<file path="src/rtl/seg_capture.sv">
// Seven-segment readback: decodes multiplexed active-low segment samples per digit,
// debounces them over STABLE identical samples, and keeps committed value/flags.
module seg_capture #(
    parameter int DIGITS = 6,
    parameter int STABLE = 3
) (
    input  logic                  clk,
    input  logic                  reset,
    input  logic [6:0]            seg_in,
    input  logic                  sample,
    input  logic [2:0]            digit_sel,
    input  logic                  ack,
    output logic [4*DIGITS-1:0]   value,
    output logic [DIGITS-1:0]     valid,
    output logic [DIGITS-1:0]     err,
    output logic [DIGITS-1:0]     changed,
    output logic                  irq
);

    // Class code: {1, n} is HEX(n); the remaining codes are BLANK, BAD and NONE.
    localparam logic [4:0] CLS_BLANK = 5'b00000;
    localparam logic [4:0] CLS_BAD   = 5'b00001;
    localparam logic [4:0] CLS_NONE  = 5'b00010;
    localparam logic [3:0] STABLE_C  = 4'(STABLE);

    function automatic logic [4:0] decode(input logic [6:0] p);
        logic [4:0] c;
        case (p)
            7'b0000000: c = CLS_BLANK;
            7'b0111111: c = 5'h10;
            7'b0000110: c = 5'h11;
            7'b1011011: c = 5'h12;
            7'b1001111: c = 5'h13;
            7'b1100110: c = 5'h14;
            7'b1101101: c = 5'h15;
            7'b1111101: c = 5'h16;
            7'b0000111: c = 5'h17;
            7'b1111111: c = 5'h18;
            7'b1101111: c = 5'h19;
            7'b1110111: c = 5'h1A;
            7'b1111100: c = 5'h1B;
            7'b0111001: c = 5'h1C;
            7'b1011110: c = 5'h1D;
            7'b1111001: c = 5'h1E;
            7'b1110001: c = 5'h1F;
            default:    c = CLS_BAD;
        endcase
        return c;
    endfunction

    logic [DIGITS-1:0][4:0] cand_q, cand_d;
    logic [DIGITS-1:0][4:0] com_q, com_d;
    logic [DIGITS-1:0][3:0] cnt_q, cnt_d;
    logic [DIGITS-1:0][3:0] value_q, value_d;
    logic [DIGITS-1:0]      valid_q, valid_d;
    logic [DIGITS-1:0]      err_q, err_d;
    logic [DIGITS-1:0]      changed_q, changed_d;

    logic [4:0] cls;
    logic       hit;
    logic       fresh;

    assign cls = decode(~seg_in);
    assign hit = sample && ({1'b0, digit_sel} < 4'(DIGITS));

    always_comb begin
        cand_d    = cand_q;
        com_d     = com_q;
        cnt_d     = cnt_q;
        value_d   = value_q;
        valid_d   = valid_q;
        err_d     = err_q;
        changed_d = ack ? '0 : changed_q;
        fresh     = 1'b0;
        for (int d = 0; d < DIGITS; d++) begin
            if (hit && digit_sel == 3'(d)) begin
                fresh    = (cls != cand_q[d]);
                cand_d[d] = cls;
                if (fresh)
                    cnt_d[d] = 4'd1;
                else if (cnt_q[d] != STABLE_C)
                    cnt_d[d] = cnt_q[d] + 4'd1;
                // A restart counts as freshly reaching STABLE, so STABLE=1 commits on any new class.
                if (cnt_d[d] == STABLE_C && (fresh || cnt_q[d] != STABLE_C) && cls != com_q[d]) begin
                    com_d[d]     = cls;
                    value_d[d]   = cls[4] ? cls[3:0] : 4'd0;
                    valid_d[d]   = cls[4];
                    err_d[d]     = (cls == CLS_BAD);
                    changed_d[d] = 1'b1;
                end
            end
        end
    end

    always_ff @(posedge clk or posedge reset) begin
        if (reset) begin
            cand_q    <= {DIGITS{CLS_NONE}};
            com_q     <= {DIGITS{CLS_BLANK}};
            cnt_q     <= '0;
            value_q   <= '0;
            valid_q   <= '0;
            err_q     <= '0;
            changed_q <= '0;
        end else begin
            cand_q    <= cand_d;
            com_q     <= com_d;
            cnt_q     <= cnt_d;
            value_q   <= value_d;
            valid_q   <= valid_d;
            err_q     <= err_d;
            changed_q <= changed_d;
        end
    end

    assign value   = value_q;
    assign valid   = valid_q;
    assign err     = err_q;
    assign changed = changed_q;
    assign irq     = |changed_q;

endmodule

</file>
<file path="config.mk">
export PLATFORM = sky130hd
export DESIGN_NAME = seg_capture
export DESIGN_NICKNAME = d
export VERILOG_FILES = /design/src/rtl/seg_capture.sv
export SDC_FILE = /design/constraint.sdc
export NUM_CORES = 1
export LEC_CHECK = 0
export BUFFER_PORTS_ARGS = -buffer_cell sky130_fd_sc_hd__buf_2
export CORE_ASPECT_RATIO = 1.4
export CORE_MARGIN = 5
export CORE_UTILIZATION = 57
export CTS_BUF_LIST = sky130_fd_sc_hd__clkbuf_8
export DETAILED_ROUTE_END_ITERATION = 10
export PLACE_DENSITY = 0.88
export SYNTH_ARGS = -nofsm -noshare
export SYNTH_HDL_FRONTEND = slang
export SYNTH_SLANG_ARGS = --single-unit
</file>
<file path="constraint.sdc">
create_clock -name clk -period 9.85 [get_ports clk]
set_input_delay 0.4925 -clock clk [delete_from_list [all_inputs] [get_ports clk]]
set_output_delay 0.4925 -clock clk [all_outputs]
set_load 0.005 [all_outputs]
</file>
## Word level (Yosys, flattened, before mapping)

Cells that the tools add are included.

| cells by class | value |
|---|---|
| add/sub/neg operators | 6 |
| $lt $le $gt $ge | 1 |
| equality and inequality tests | 46 |
| multiplexer cells | 33 |
| bitwise gates (word level) | 1 |
| reductions and logical operators | 34 |

Operators by type and width:

| operator | count |
|---|---|
| 5-bit case mux with 17 select lines | 1 |
| 7-bit == test, second input constant | 12 |
| 4-bit two-way mux | 19 |
| 5-bit != test | 12 |
| 4-bit by 1-bit adder with 4-bit output, second input constant | 6 |
| 4-bit by 2-bit == test with 1-bit output, second input constant | 6 |
| 4-bit by 2-bit != test with 1-bit output, second input constant | 6 |
| 1-bit logical AND | 19 |
| 7-bit by 3-bit == test with 1-bit output, second input constant | 2 |
| 7-bit by 6-bit == test with 1-bit output, second input constant | 2 |
| 1-bit two-way mux | 12 |
| 2-bit AND reduction | 6 |
| 7-bit zero test | 1 |
| 7-bit inverter | 1 |
| 3-bit by 2-bit == test with 1-bit output, second input constant | 2 |
| 3-bit == test, second input constant | 2 |
| 1-bit logical OR | 6 |
| 6-bit two-way mux | 1 |
| 6-bit OR reduction | 1 |
| 5-bit by 1-bit == test with 1-bit output, second input constant | 1 |
| 3-bit by 1-bit == test with 1-bit output, second input constant | 1 |
| 3-bit zero test | 1 |
| 3-bit less-than comparator, second input constant | 1 |

| storage, ports and cells | value |
|---|---|
| flip-flop bits (word level) | 126 |
| input port bits | 14 |
| output and inout port bits | 43 |
| logic and storage cells | 158 |

## Logic depth before layout (Yosys ltp)

Gate-level depths: netlist of the first run.

| logic depth | value |
|---|---|
| word-level depth | 11 |
| gate-level depth with buffers | 13 |

## Least setup slack after synthesis of the first run

No wires, ideal clock.

| timing path | value |
|---|---|
| path kind | input to register |
| start | in seg_in[2] |
| end | reg com_q[20] (netlist name) |
| library setup time | 128 ps |
| arrival | 3408 ps |
| required time | 9722 ps |
| setup slack | 6314 ps |
| stages on the path | 12 |
| path buffers | 4 |
| path through | buf_6 > or3_1 > or3b_1 > and4_4 > buf_6 > and3_1 > buf_6 > or3_1 > a2111oi_4 > o311a_1 > buf_4 > mux2_1 |

| between the ends | value |
|---|---|
| word-level cells in the longest chain between the ends | 10 |
| elaborated cells between the ends (all ways) | 28 |

Ends and longest elaborated chain:

| element | line | text |
|---|---|---|
| start: declaration | 9 | `input logic [6:0] seg_in,` |
| 7-bit inverter (*) | 63 | `assign cls = decode(~seg_in);` |
| 7-bit == test, or another cell as far along | 28 | `case (p)` |
| 5-bit case mux with 17 select lines (*) | 28 |  |
| 5-bit != test | 77 | `fresh = (cls != cand_q[d]);` |
| 4-bit two-way mux | 79 | `if (fresh)` |
| 4-bit two-way mux | 76 | `if (hit && digit_sel == 3'(d)) begin` |
| 4-bit by 2-bit == test with 1-bit output | 84 | `if (cnt_d[d] == STABLE_C && (fresh \|\| cnt_q[d] != STABLE_C) && cls != com_q[d]) begin` |
| 1-bit logical AND (2 in a row) | 84 |  |
| 2-bit AND reduction (no line) | - |  |
| end signal: assignment | 98 | `com_q <= {DIGITS{CLS_BLANK}};` |
| end signal: assignment | 106 | `com_q <= com_d;` |
| end: declaration | 52 | `logic [DIGITS-1:0][4:0] com_q, com_d;` |

Every way passes the cells marked *; elsewhere a longest branch is shown, timed or not. The select of a mux whose other input is x is not followed.
A chain may end at the register's enable or synchronous reset.

## Worst setup path in the final report of the first run

| timing path | value |
|---|---|
| start | in seg_in[5] |
| end | reg value_q (netlist bit value[19]) |

| between the ends | value |
|---|---|
| word-level cells in the longest chain between the ends | 10 |
| elaborated cells between the ends (all ways) | 29 |

Ends and longest elaborated chain:

| element | line | text |
|---|---|---|
| 7-bit inverter (*) | 63 |  |
| 7-bit == test, or another cell as far along | 28 |  |
| 5-bit case mux with 17 select lines (*) | 28 |  |
| 5-bit != test | 77 |  |
| 4-bit two-way mux | 79 |  |
| 4-bit two-way mux | 76 |  |
| 4-bit by 2-bit == test with 1-bit output | 84 |  |
| 1-bit logical AND (2 in a row) | 84 |  |
| 2-bit AND reduction (no line) | - |  |
| end signal: assignment | 108 | `value_q <= value_d;` |
| end: declaration | 54 | `logic [DIGITS-1:0][3:0] value_q, value_d;` |

Marked as above.

==> results of run 1 <==
state kept, by name (all words and copies together) (netlist names):
name and cells:
cnt_q 24, cand_q 30, com_q 30, err 6, changed 6, value 24
routing by layer:
metal | routed length, um | up-vias
met4 | 858 | 0
met2 | 8821 | 281
met1 | 6208 | 2544
met5 | 0 | -
met3 | 946 | 78
li1 | - | 2292
synth_stat cells, types with 6 or more instances:
library cell	n	share of area [%]
a22o_1	6	0.82
buf_4	9	1.0
a21oi_1	9	0.70
mux2_1	60	10
nor3_1	11	0.86
nor2b_1	9	0.87
nand2_1	60	3.5
mux2i_1	10	1.6
o211ai_1	7	0.82
o21ai_0	41	3.2
nand3_1	22	1.7
a21o_1	12	1.4
nand3b_1	8	0.93
or3_1	10	0.97
dfstp_2	6	2.4
nand2b_1	11	1.1
o21ai_1	10	0.78
nand4_1	6	0.58
and2_1	6	0.58
dfrtp_1	114	44
ha_1	6	1.2
inv_1	7	0.41
xnor2_1	36	4.9
nor2_1	17	0.99
clkbuf_1	22	1.3
power by group:
part	leakage [nW]	total, mW	switching, mW	internal, mW
registers	1.57	0.619	0.0664	0.553
clock network	0.174	0.418	0.235	0.183
logic	1.52	0.252	0.139	0.113
final timing paths:
| kind | start | end | slack (ns) | depth (start not counted) |
|---|---|---|---|---|
| worst max-delay path | seg_in[5] | value[19]$_DFFE_PP0P_ | 5.76 | 8 |
| worst min-delay path | reset | cnt_q[23]$_DFFE_PP0P_ | 0.17 | 2 |
| worst max register to register | cand_q[3]$_DFFE_PP0P_ | com_q[3]$_DFFE_PP0P_ | 6.70 | 6 |
| worst min register to register | value[17]$_DFFE_PP0P_ | value[17]$_DFFE_PP0P_ | 0.49 | 1 |
| max in group asynchronous | reset | cand_q[9]$_DFFE_PP0P_ | 8.42 | 3 |
| min in group clk | ack | changed[2]$_DFF_PP0_ | 0.25 | 2 |
metrics by stage:
stage | setup WS, ns | cell area (sq um) | cells | hold WS [ns]
floorplan | 6.182 | 6435 | 605 | 0.4615
global placement | 5.662 | 6719 | 769 | 0.4665
detailed placement | 5.490 | 6719 | 769 | 0.4694
CTS | 5.821 | 7084 | 801 | 0.1877
global route | 5.642 | 7084 | 801 | 0.2111
finish | 5.761 | 7084 | 801 | 0.1678
layout make-up:
cell class              count  area [sq um]  area share (%)
well taps                 144         180.2           2.543
inverters                   7         28.78          0.4062
clock inverters            15         131.4           1.854
repair buffers             61         317.8           4.486
multi-input cells         437          3182           44.91
clock buffers              17         234.0           3.303
flip-flops and latches    120          3010           42.49
cells by family (layout without fill, tap and decap cells):
kind of cell	Yosys count	in the layout	share of synthesized area, %
buf+inv	48	100	3.869
xor+xnor	36	36	4.900
mux	70	70	12.06
flops	120	120	46.78
fa+ha+maj	6	6	1.167
compound gates	134	134	15.21
simple gates	191	191	16.02
==> summary.md, run 1 <==
| Metric | Value |
|---|---|
| Routing usage on met2 | `roughly 45%` |
| Clock sinks | `120` |
| Final period util | `roughly two fifths` |
| Global-route wire length before repair | `about 27000 um` |
| First-pass DRT Iterations | `7` |
| Crit path arrival time | `4.41 ns` |
| Total gr overflow | `0` |
| Antenna violations before repair | `0` |
| Diode count | `0` |
| Syn_nets | `~630` |
| Hold_buf cts | `0` |
| CTS tree | `yes` |
| Area delta synth->final | `10.09%` |
| Residual DRC | `0` |
| Global Route met3 Usage | `5.616%` |
| Commonest non-fill, non-tap cell in the layout | `dfrtp_1` |
| Met1 Track Usage GR | `between 20 and 30%` |
| Synth Cell Area | `between 0.006 and 0.007 sq mm` |
| Post-CTS sizing | `0` |
| Crit-path max cell delay | `about 0.95 ns` |
| Largest net degree at the start of global routing | `65` |
| Chip height | `135.7 um` |
| Post-CTS Setup Bufs | `0` |
| Slew Limit Headroom | `between 30% and 40%` |
| Die X | `99.80 um` |
| Outcome | `finished, final reports clean` |
| Post-Syn Area per Cell | `approximately 11 sq um` |
| I/O pin total | `57` |
| Flops & latches, synth | `120` |
| Slowest stage cell, crit path | `nand4_1` |
| Post-Synthesis Cells | `roughly 610` |
| RSZ-0062 raised after global routing | `no` |
| DR iter-0 viols | `497` |
| Crit path max-delay family | `simple AND/OR/NAND/NOR gates` |
| Netlist cell types | `64` |
| Clk slew on worst S/H paths | `approximately 0.090 ns` |
| MaxCap Viol Count | `0` |
| Endpoints failing setup | `0` |
| Worst-Margin Slew | `a little over 1 ns` |
| Buffers on Ports | `56` |
| Worst Path Buf+Inv | `1` |
| Total Power | `roughly 1.3 mW` |
| Clock root buffer | `clkbuf_8` |
| Gpl congestion | `~0.87` |
| Critical-path cell list | `buf_2, nor2b_1, nand4_1, nand4_1, or3_1, a2111oi_4, o311a_1, mux2_1` |
| Startpoint Class | `input pin` |
| Hold Vio Cnt, Final | `0` |
| Most used cell, CP | `nand4_1` |
| TritonCTS buffer count | `17` |
| Initial core utilization | `between 50% and 60%` |
| Static Leakage | `between 3 and 4 nW` |
| Vias after detailed routing | `a little over 5000` |
| EDFF count, synth | `0` |
| Clk_lat worst skew | `~0.45 ns` |
| Grt peak-use layer | `met2` |
| DRT Wirelength | `16830 um` |
| Vias in the first global route | `~5300` |
| Total GRT Usage | `~26%` |
| Critical Path End Type | `flop` |
| Seq/Total Area, Yosys | `between 40% and 50%` |
| Ys flop type | `dfrtp_1` |
| Critical path class | `input pin to flop` |
| Max Clock Skew | `around 0.015 ns` |
| CP max FO | `16` |
| Final Critical Period | `4.089 ns` |
| Final #Nets | `~660` |
| Post-route setup TNS | `0 ns` |
| WL/cell | `21.02 um` |
| Commonest cells after routing, fill and taps aside | `114 x dfrtp_1, 60 x nand2_1, 60 x mux2_1` |
| Asr flop ratio synth | `100.0%` |
| Core Area | `0.01122 sq mm` |
| Final ANT Viol Nets | `0` |
| Share of layout cells above drive strength 1 | `~17%` |
| Final core occ | `63.12%` |
| Rows | `46` |
| Final number of max-transition violations | `0` |
| H-tree levels | `4` |
| Dpl hpwl | `between 10000 and 15000 um` |
| Power density cells | `182.0 mW/mm^2` |
| # fillers | `about 790` |
| Clk buf depth | `2` |
| CP required | `just over 10 ns` |
| Fmax | `around 240 MHz` |
| Hold Path Class | `input pin to async pin` |
| Drt via density | `~6.5` |
| Peak VDD IR | `between 0.15 and 0.2 mV` |
| Die area | `0.01354 sq mm` |
| Synth warn | `0` |
No activity file was read; power rests on OpenSTA's default activity.
==> inputs of run 2 (changes only) <==
ABC_AREA = 1   (was not set)
clock period = 4.1 ns   (was 9.85 ns; I/O delays follow)
==> run 2 against run 1 <==
Effect of this change: sequential power grew 130%; via count grew 16%; worst setup slack lost 4.3 ns; wire length shrank 3.6%; power grew 140%; die area grew 5.9%; non-clock buffer count grew 7; synthesized cell count grew 48%; sequential cell count is the same; final cell count grew 39%.
==> summary.md, run 2 <==
| Metric | Value |
|---|---|
| Clk pwr share | `33.2% (+0.8 points)` |
| Hold Path End | `changed[2]$_DFF_PP0_` |
| R2r setup slk | `1.90 ns (-4.80 ns)` |
| Gpl congestion | `0.9169 (+5.3%)` |
| Post-synthesis simple-gate area fraction | `33.59% (+18 points)` |
| Buffers on Ports | `56 (unchanged)` |
| Post-Synth XOR/XNOR Area | `4.329% (-0.57 points)` |
| Critical-path cell list | `buf_2, inv_1, nor2_2, nand2_1, nand2_1, nand2_1, nand2_2, nor2_8, nand3_2, nand2_4, inv_2, nand2_1, nand2_1, inv_1, nand2_2, nor2_4, nand3_1, nand2_1, nand2_1` |
| Final ANT Viol Nets | `0 (unchanged)` |
| Vias in the first global route | `5996 (+14%)` |
| Clk slew on worst S/H paths | `0.08 ns (about the same)` |
| Rows | `47 (+2.2%)` |
| Most numerous cell in the Yosys netlist | `nand2_1` |
| WL/cell | `14.56 um (-31%)` |
| I/O pin total | `57 (unchanged)` |
| Global-route wire length before repair | `27790 um (+2.1%)` |
| TritonCTS buffer count | `17 (unchanged)` |
| Area leader, netlist | `dfrtp_1` |
| Critical path class | `input pin to flop` |
| Outcome | `finished, final reports clean` |
| Clk buf depth | `2 (unchanged)` |
| Worst R2R End | `value[1]$_DFFE_PP0P_` |
| Endpoints failing setup | `0 (unchanged)` |
| Post-CTS sizing | `0 (unchanged)` |
| Max Clock Skew | `0.01062 ns (-0.004092 ns)` |
| Synth Cell Area | `0.006850 sq mm (+6.5%)` |
| DRT Wirelength | `16220 um (-3.6%)` |
| Area fraction of the dominant cell type after synthesis | `41.64% (-2.7 points)` |
| Asr flop ratio synth | `100.0% (unchanged)` |
| Hold path start | `ack` |
| Crit-path max cell delay | `0.37 ns (-0.58 ns)` |
| Total gr overflow | `0 (unchanged)` |
| Final Critical Period | `around 2.6 ns` |
| H-tree levels | `4 (unchanged)` |
| Netlist cell types | `41 (-36%)` |
| Clock root buffer | `clkbuf_8` |
| Post-Synthesis Cells | `895 (+48%)` |
| Diode count | `0 (unchanged)` |
| RSZ-0062 raised after global routing | `no` |
| Vias after detailed routing | `6010 (+16%)` |
| Compound-Gate Fraction of Synth Area | `7.982% (-7.2 points)` |
| Most used cell, CP | `nand2_1` |
| Peak VDD IR | `0.2648 mV (+65%)` |
| Antenna violations before repair | `0 (unchanged)` |
| Synth warn | `0 (unchanged)` |
| Clk_lat worst skew | `0.45 ns (about the same)` |
| CP required | `4.45 ns (-5.72 ns)` |
| Dpl hpwl | `11440 um (+4.3%)` |
| Cell Int Power | `2.105 mW (+150%)` |
| Post-synthesis adder-cell area fraction | `1.096% (-0.071 points)` |
| Final period util | `64.10%` |
| First-pass DRT Iterations | `5 (-2)` |
| Sequential share of power | `44.9% (-3.1 points)` |
| Startpoint Class | `input pin` |
| Power density cells | `414.8 mW/mm^2 (+130%)` |
| Reg2reg path depth | `9 (+3)` |
| DR iter-0 viols | `468 (-5.8%)` |
| Initial core utilization | `57.95% (+0.62 points)` |
| Drt via density | `5.395 (-17%)` |
| Static Leakage | `4.030 nW (+23%)` |
| Dpl cells | `1081 (+41%)` |
| Post-route insts no fill | `1114 (+39%)` |
| EDFF count, synth | `0 (unchanged)` |
| Critical Path End Type | `flop` |
| Final number of max-transition violations | `0 (unchanged)` |
| Hold Path Depth | `4` |
| Die X | `102.7 um (+2.9%)` |
| Core Area | `0.01182 sq mm (+5.3%)` |
| Synth top cells by count | `277 x nand2_1, 114 x dfrtp_1, 101 x inv_1, 74 x nor2_1, 58 x o21ai_0` |
| Sw frac | `33.20% (-0.96 points)` |
| Hold Vio Cnt, Final | `0 (unchanged)` |
| Power share of the combinational group | `21.8% (+2.3 points)` |
| Flops & latches, synth | `120 (unchanged)` |
| Largest net degree at the start of global routing | `50 (-23%)` |
| Main combinational cell family by area after synthesis | `simple AND/OR/NAND/NOR gates` |
| Hold Path Class | `input pin to flop` |
| CP max FO | `25 (+9)` |
| Slowest stage cell, crit path | `nor2_8` |
| MaxCap Viol Count | `0 (unchanged)` |
| Commonest cells after routing, fill and taps aside | `277 x nand2_1, 114 x dfrtp_1, 101 x inv_1` |
| Syn_nets | `915 (+46%)` |
| Synth area leaders | `dfrtp_1 42%, nand2_1 15%, inv_1 5.5%` |
| CTS tree | `yes` |
| Final #Nets | `974 (+47%)` |
| Total GRT Usage | `24.45% (-1.3 points)` |
| Commonest non-fill, non-tap cell in the layout | `nand2_1` |
| Chip height | `139.7 um (+2.9%)` |
| Biggest regs | `cand_q (30), com_q (30)` |
| Post-CTS Setup Bufs | `0 (unchanged)` |
| Ys flop type | `dfrtp_1` |
| P_sw | `1.046 mW (+140%)` |
| Seq/Total Area, Yosys | `43.95% (-2.8 points)` |
| Crit path arrival time | `2.97 ns (-1.44 ns)` |
| Mux cell area share after synthesis | `0.1644% (-12 points)` |
| Share of layout cells above drive strength 1 | `17.37% (+0.33 points)` |
| Worst reg2reg path startpoint | `cnt_q[0]$_DFFE_PP0P_` |
| Fmax | `~380 MHz` |
| Slew Limit Headroom | `53.71% (+23 points)` |
| Clock sinks | `120 (unchanged)` |
| Worst-Margin Slew | `0.6936 ns (-0.3442 ns)` |
| Area delta synth->final | `10.92%` |
| Post-Syn Area per Cell | `7.654 sq um (-28%)` |
| Post-route setup TNS | `0 ns (unchanged)` |
| Residual DRC | `0 (unchanged)` |
| Hold_ws | `0.1122 ns (-0.05565 ns)` |
| Die area | `0.01434 sq mm (+5.9%)` |
[run 2: cell count changes after synthesis, sizes merged, moves of 15 or more]
cell	before	now
nand2	60	292
xnor2	36	7
nor2	18	100
xor2	0	26
clkbuf	22	7
nand3	22	61
nand4	6	29
inv	7	108
mux2	60	1
[run 2: timing repair]
item / in CTS / in global routing
setup endpoints to repair: 0 / 0
hold endpoints to repair: 28 / 0
hold buffers: 1 / 0
[run 2: metal layers]
metal  share of wire, %  track usage (%)  up-vias
met2                 52            42.24      173
met4                3.3            10.02        0
met1                 39            29.32     2844
met5                  0                0        -
li1                   -                -     2946
met3                5.1            4.657       47
[run 2: power by group through the flow]
stage          sequential, mW  combinational, mW  clock [mW]
2_1_floorplan            1.41              0.530           0
3_3_place_gp             1.43              0.653           0
3_5_place_dp             1.43              0.677           0
4_1_cts                  1.41              0.688        1.05
5_1_grt                  1.43              0.783        1.11
6_report                 1.42              0.688        1.05
[run 2: cell families after synthesis]
logic type | after synthesis
AOI/OAI and AO/OA | 99
and+or+nand+nor | 499
DFF | 120
buffers and inverters | 137
muxes | 1
adders and majority gates | 6
xor gates and xnor gates | 33
[run 2: area by class of cell]
| class | count | area (sq um) |
|---|---|---|
| Timing Repair Buffer | 68 | 372.9 |
| Clock inverter | 15 | 155.1 |
| Multi-Input combinational cell | 638 | 3231 |
| Clock buffer | 17 | 234.0 |
| Tap cell | 147 | 183.9 |
| Inverter | 109 | 411.6 |
| Sequential cell | 120 | 3010 |
| Fill cell | 944 | 4222 |
[run 2: worst max path at each step]
stage	startpoint	to	slack, ns	cells after the start
after floorplan	reset	cand_q[0]$_DFFE_PP0P_	0.72	1
after global placement	seg_in[3]	value[20]$_DFFE_PP0P_	1.12	19
after detailed placement	seg_in[3]	value[23]$_DFFE_PP0P_	1.03	19
after CTS	seg_in[3]	com_q[26]$_DFFE_PP0P_	1.50	19
after global routing	seg_in[3]	value[20]$_DFFE_PP0P_	1.18	19
final	seg_in[3]	com_q[27]$_DFFE_PP0P_	1.47	19
[run 2: worst max-delay path, delay by kind of cell]
kind,cells,cell delay (ns)
buffers and inverters,4,0.46
and+or+nand+nor,15,2.28
[run 2: stage by stage]
step	instance area, sq um	power [mW]	setup slack [ns]	utilization (%)
after detailed placement	7199	2.112	1.028	60.91
after global routing	7599	3.329	1.179	64.29
after global placement	7199	2.082	1.117	60.91
after CTS	7599	3.156	1.499	64.29
final	7599	3.152	1.472	64.29
after floorplan	6850	1.944	0.7191	-
==> inputs of run 3 (changes only) <==
CORE_UTILIZATION = 56   (was 57)
PLACE_DENSITY = 0.89   (was 0.88)
clock period = 2.4 ns   (was 4.1 ns; I/O delays follow)
==> run 3 against run 2 <==
Effect of this change: largest cell class unchanged; critical path depth shrank 1; first-iteration DRC count up 1.5%; final cell count grew 2.8%; power is 81% higher; clock skew is 0.0011 ns higher; global-route usage is 0.96 points higher; sequential cell count stayed put.
==> summary.md, run 3 (synthesized netlist as in run 2, its figures left out) <==
| Metric | Value |
|---|---|
| DRT Wirelength | `17520 um (+8.0%)` |
| Crit path max-delay family | `simple AND/OR/NAND/NOR gates` |
| Final number of max-transition violations | `0 (unchanged)` |
| I/O pin total | `57 (unchanged)` |
| Clock sinks | `120 (unchanged)` |
| Hold Path Class | `input pin to flop` |
| Vias in the first global route | `6325 (+5.5%)` |
| Post-route insts no fill | `1145 (+2.8%)` |
| Fmax | `roughly 470 MHz` |
| Commonest non-fill, non-tap cell in the layout | `nand2_1` |
| Clock root buffer | `clkbuf_8` |
| Clk pwr share | `35.4% (+2.2 points)` |
| Total GRT Usage | `25.41% (+0.96 points)` |
| Core Area | `0.01194 sq mm (+0.99%)` |
| Sw frac | `31.44% (-1.8 points)` |
| Worst Path Buf+Inv | `3 (-1)` |
| Critical path class | `input pin to flop` |
| Static Leakage | `4.234 nW (+5.1%)` |
| Die area | `0.01458 sq mm (+1.6%)` |
| # fillers | `915 (-3.1%)` |
| Rows | `47 (unchanged)` |
| Crit-path max cell delay | `0.22 ns (-0.15 ns)` |
| Hold path start | `digit_sel[1]` |
| Crit path arrival time | `2.46 ns (-0.51 ns)` |
| Slowest stage cell, crit path | `nor2_2` |
| CP required | `2.73 ns (-1.72 ns)` |
| Worst-Margin Slew | `0.8182 ns (+0.1246 ns)` |
| Slew Limit Headroom | `45.34% (-8.4 points)` |
| Global-route wire length before repair | `29140 um (+4.9%)` |
| Share of layout cells above drive strength 1 | `19.84% (+2.5 points)` |
| Antenna violations before repair | `0 (unchanged)` |
| Area delta synth->final | `16.57%` |
| Sequential share of power | `42.5% (-2.4 points)` |
| Vias after detailed routing | `6336 (+5.4%)` |
| Place WS | `-0.1033 ns (-1.131 ns)` |
| Commonest cells after routing, fill and taps aside | `277 x nand2_1, 114 x dfrtp_1, 101 x inv_1` |
| Power share of the combinational group | `22.1% (+0.3 points)` |
| Clk slew on worst S/H paths | `0.07 ns (about the same)` |
| Peak VDD IR | `0.4354 mV (+64%)` |
| Dpl cells | `1111 (+2.8%)` |
| First-pass DRT Iterations | `6 (+1)` |
| H-tree levels | `4 (unchanged)` |
| Power density cells | `714.5 mW/mm^2 (+72%)` |
| RSZ-0062 raised after global routing | `no` |
| Final ANT Viol Nets | `0 (unchanged)` |
| Post-CTS Setup Bufs | `0 (unchanged)` |
| Diode count | `0 (unchanged)` |
| Cell Int Power | `3.911 mW (+86%)` |
| Dpl hpwl | `12300 um (+7.6%)` |
| Residual DRC | `0 (unchanged)` |
| Worst reg2reg path startpoint | `cnt_q[0]$_DFFE_PP0P_` |
| CP max FO | `16 (-36%)` |
| Outcome | `finished, final reports clean` |
| P_sw | `1.794 mW (+71%)` |
| Clk buf depth | `2 (unchanged)` |
| Total gr overflow | `0 (unchanged)` |
| Die X | `103.5 um (+0.80%)` |
| Initial core utilization | `57.38% (-0.57 points)` |
| Endpoints failing setup | `0 (unchanged)` |
| Max Clock Skew | `0.01173 ns (+0.001114 ns)` |
| Biggest regs | `cand_q (30), com_q (30)` |
| Gpl congestion | `0.9226 (+0.62%)` |
| Fin worst setup slack | `0.2715 ns (-1.200 ns)` |
| Largest net degree at the start of global routing | `33 (-34%)` |
| Critical-path cell list | `buf_2, nor2_2, nand2_2, nor2_2, inv_2, nand2_2, nor2_8, nand3_2, nand2_4, buf_4, nand2_1, nand2_1, nor2_2, nand2_2, nor2_4, nand3_2, nand2_1, nand2_1` |
| Drt via density | `5.534 (+2.6%)` |
| Final period util | `between 80% and 90%` |
| MaxCap Viol Count | `0 (unchanged)` |
| Startpoint Class | `input pin` |
| Most used cell, CP | `nand2_1` |
| Final #Nets | `1005 (+3.2%)` |
| Post-route setup TNS | `0 ns (unchanged)` |
| Hold Vio Cnt, Final | `0 (unchanged)` |
| Final Critical Period | `roughly 2.1 ns` |
| Clk_lat worst skew | `0.46 ns (about the same)` |
| Chip height | `140.9 um (+0.83%)` |
| TritonCTS buffer count | `17 (unchanged)` |
| WL/cell | `15.30 um (+5.1%)` |
| Critical Path End Type | `flop` |
| CTS tree | `yes` |
| Buffers on Ports | `56 (unchanged)` |
| DR iter-0 viols | `475 (+1.5%)` |
| Crit path launch | `seg_in[1]` |
run 3: changes by cell type in the layout (fill, tap and decap cells not counted), sizes merged:
cell         previous run  this run
clkinv                  9         5
dlygate4sd3             1         2
clkbuf                 17        19
clkinvlp                2         5
inv                   111       108
bufinv                  2         4
buf                    67        97
run 3: cell type report:
cell class / count / area (sq um) / share of cell area (%)
clock buffer: 19 / 261.5 / 3.275
clock inverter: 13 / 177.7 / 2.225
inverter: 109 / 412.9 / 5.171
multi-input combinational: 638 / 3231 / 40.46
sequential: 120 / 3010 / 37.70
tap: 147 / 183.9 / 2.303
timing repair buffer: 99 / 708.2 / 8.869
run 3: path summary, 6_finish.rpt:
| path | end | slack (ns) | cells past startpoint |
|---|---|---|---|
| hold reg to reg | value[10]$_DFFE_PP0P_ | 0.47 | 2 |
| setup reg to reg | com_q[1]$_DFFE_PP0P_ | 0.39 | 9 |
| min in group asynchronous | cand_q[8]$_DFFE_PP0P_ | 0.37 | 3 |
| setup / recovery | value[16]$_DFFE_PP0P_ | 0.27 | 18 |
| max in group asynchronous | cand_q[21]$_DFFE_PP1P_ | 1.34 | 4 |
| hold / removal | cnt_q[0]$_DFFE_PP0P_ | 0.08 | 5 |
run 3: per-stage QoR:
stage / util (%) / power [mW] / hold slack, ns / area [sq um]
2_1_floorplan: - / 3.322 / 0.3241 / 6854
3_3_place_gp: 63.04 / 3.631 / 0.2982 / 7526
3_5_place_dp: 63.04 / 3.691 / 0.3073 / 7526
4_1_cts: 66.89 / 5.710 / 0.07354 / 7985
5_1_grt: 66.89 / 5.987 / 0.09528 / 7985
6_report: 66.89 / 5.705 / 0.08191 / 7985
run 3: what timing repair did:
action	4_1_cts	5_1_grt
hold endpoints to repair	27	0
hold buffers	2	0
gates resized for setup	0	0
run 3: metal layers:
metal	vias up	track usage, %	wire length [um]
met1	2973	29.50	6554
met4	0	15.01	1061
li1	3018	-	-
met3	83	5.586	1159
met5	-	0	0
met2	262	42.14	8746
run 3: worst min-delay path: stages:
cell and delay [ns]:
buf_2 0.10, nor2_1 0.04, inv_1 0.08, o31ai_1 0.08, nand2_1 0.08
run 3: power groups by stage:
stage | combinational [mW] | clock (mW) | sequential (mW)
2_1_floorplan | 0.905 | 0 | 2.42
3_3_place_gp | 1.19 | 0 | 2.44
3_5_place_dp | 1.24 | 0 | 2.45
4_1_cts | 1.26 | 2.03 | 2.42
5_1_grt | 1.42 | 2.12 | 2.45
6_report | 1.26 | 2.02 | 2.42
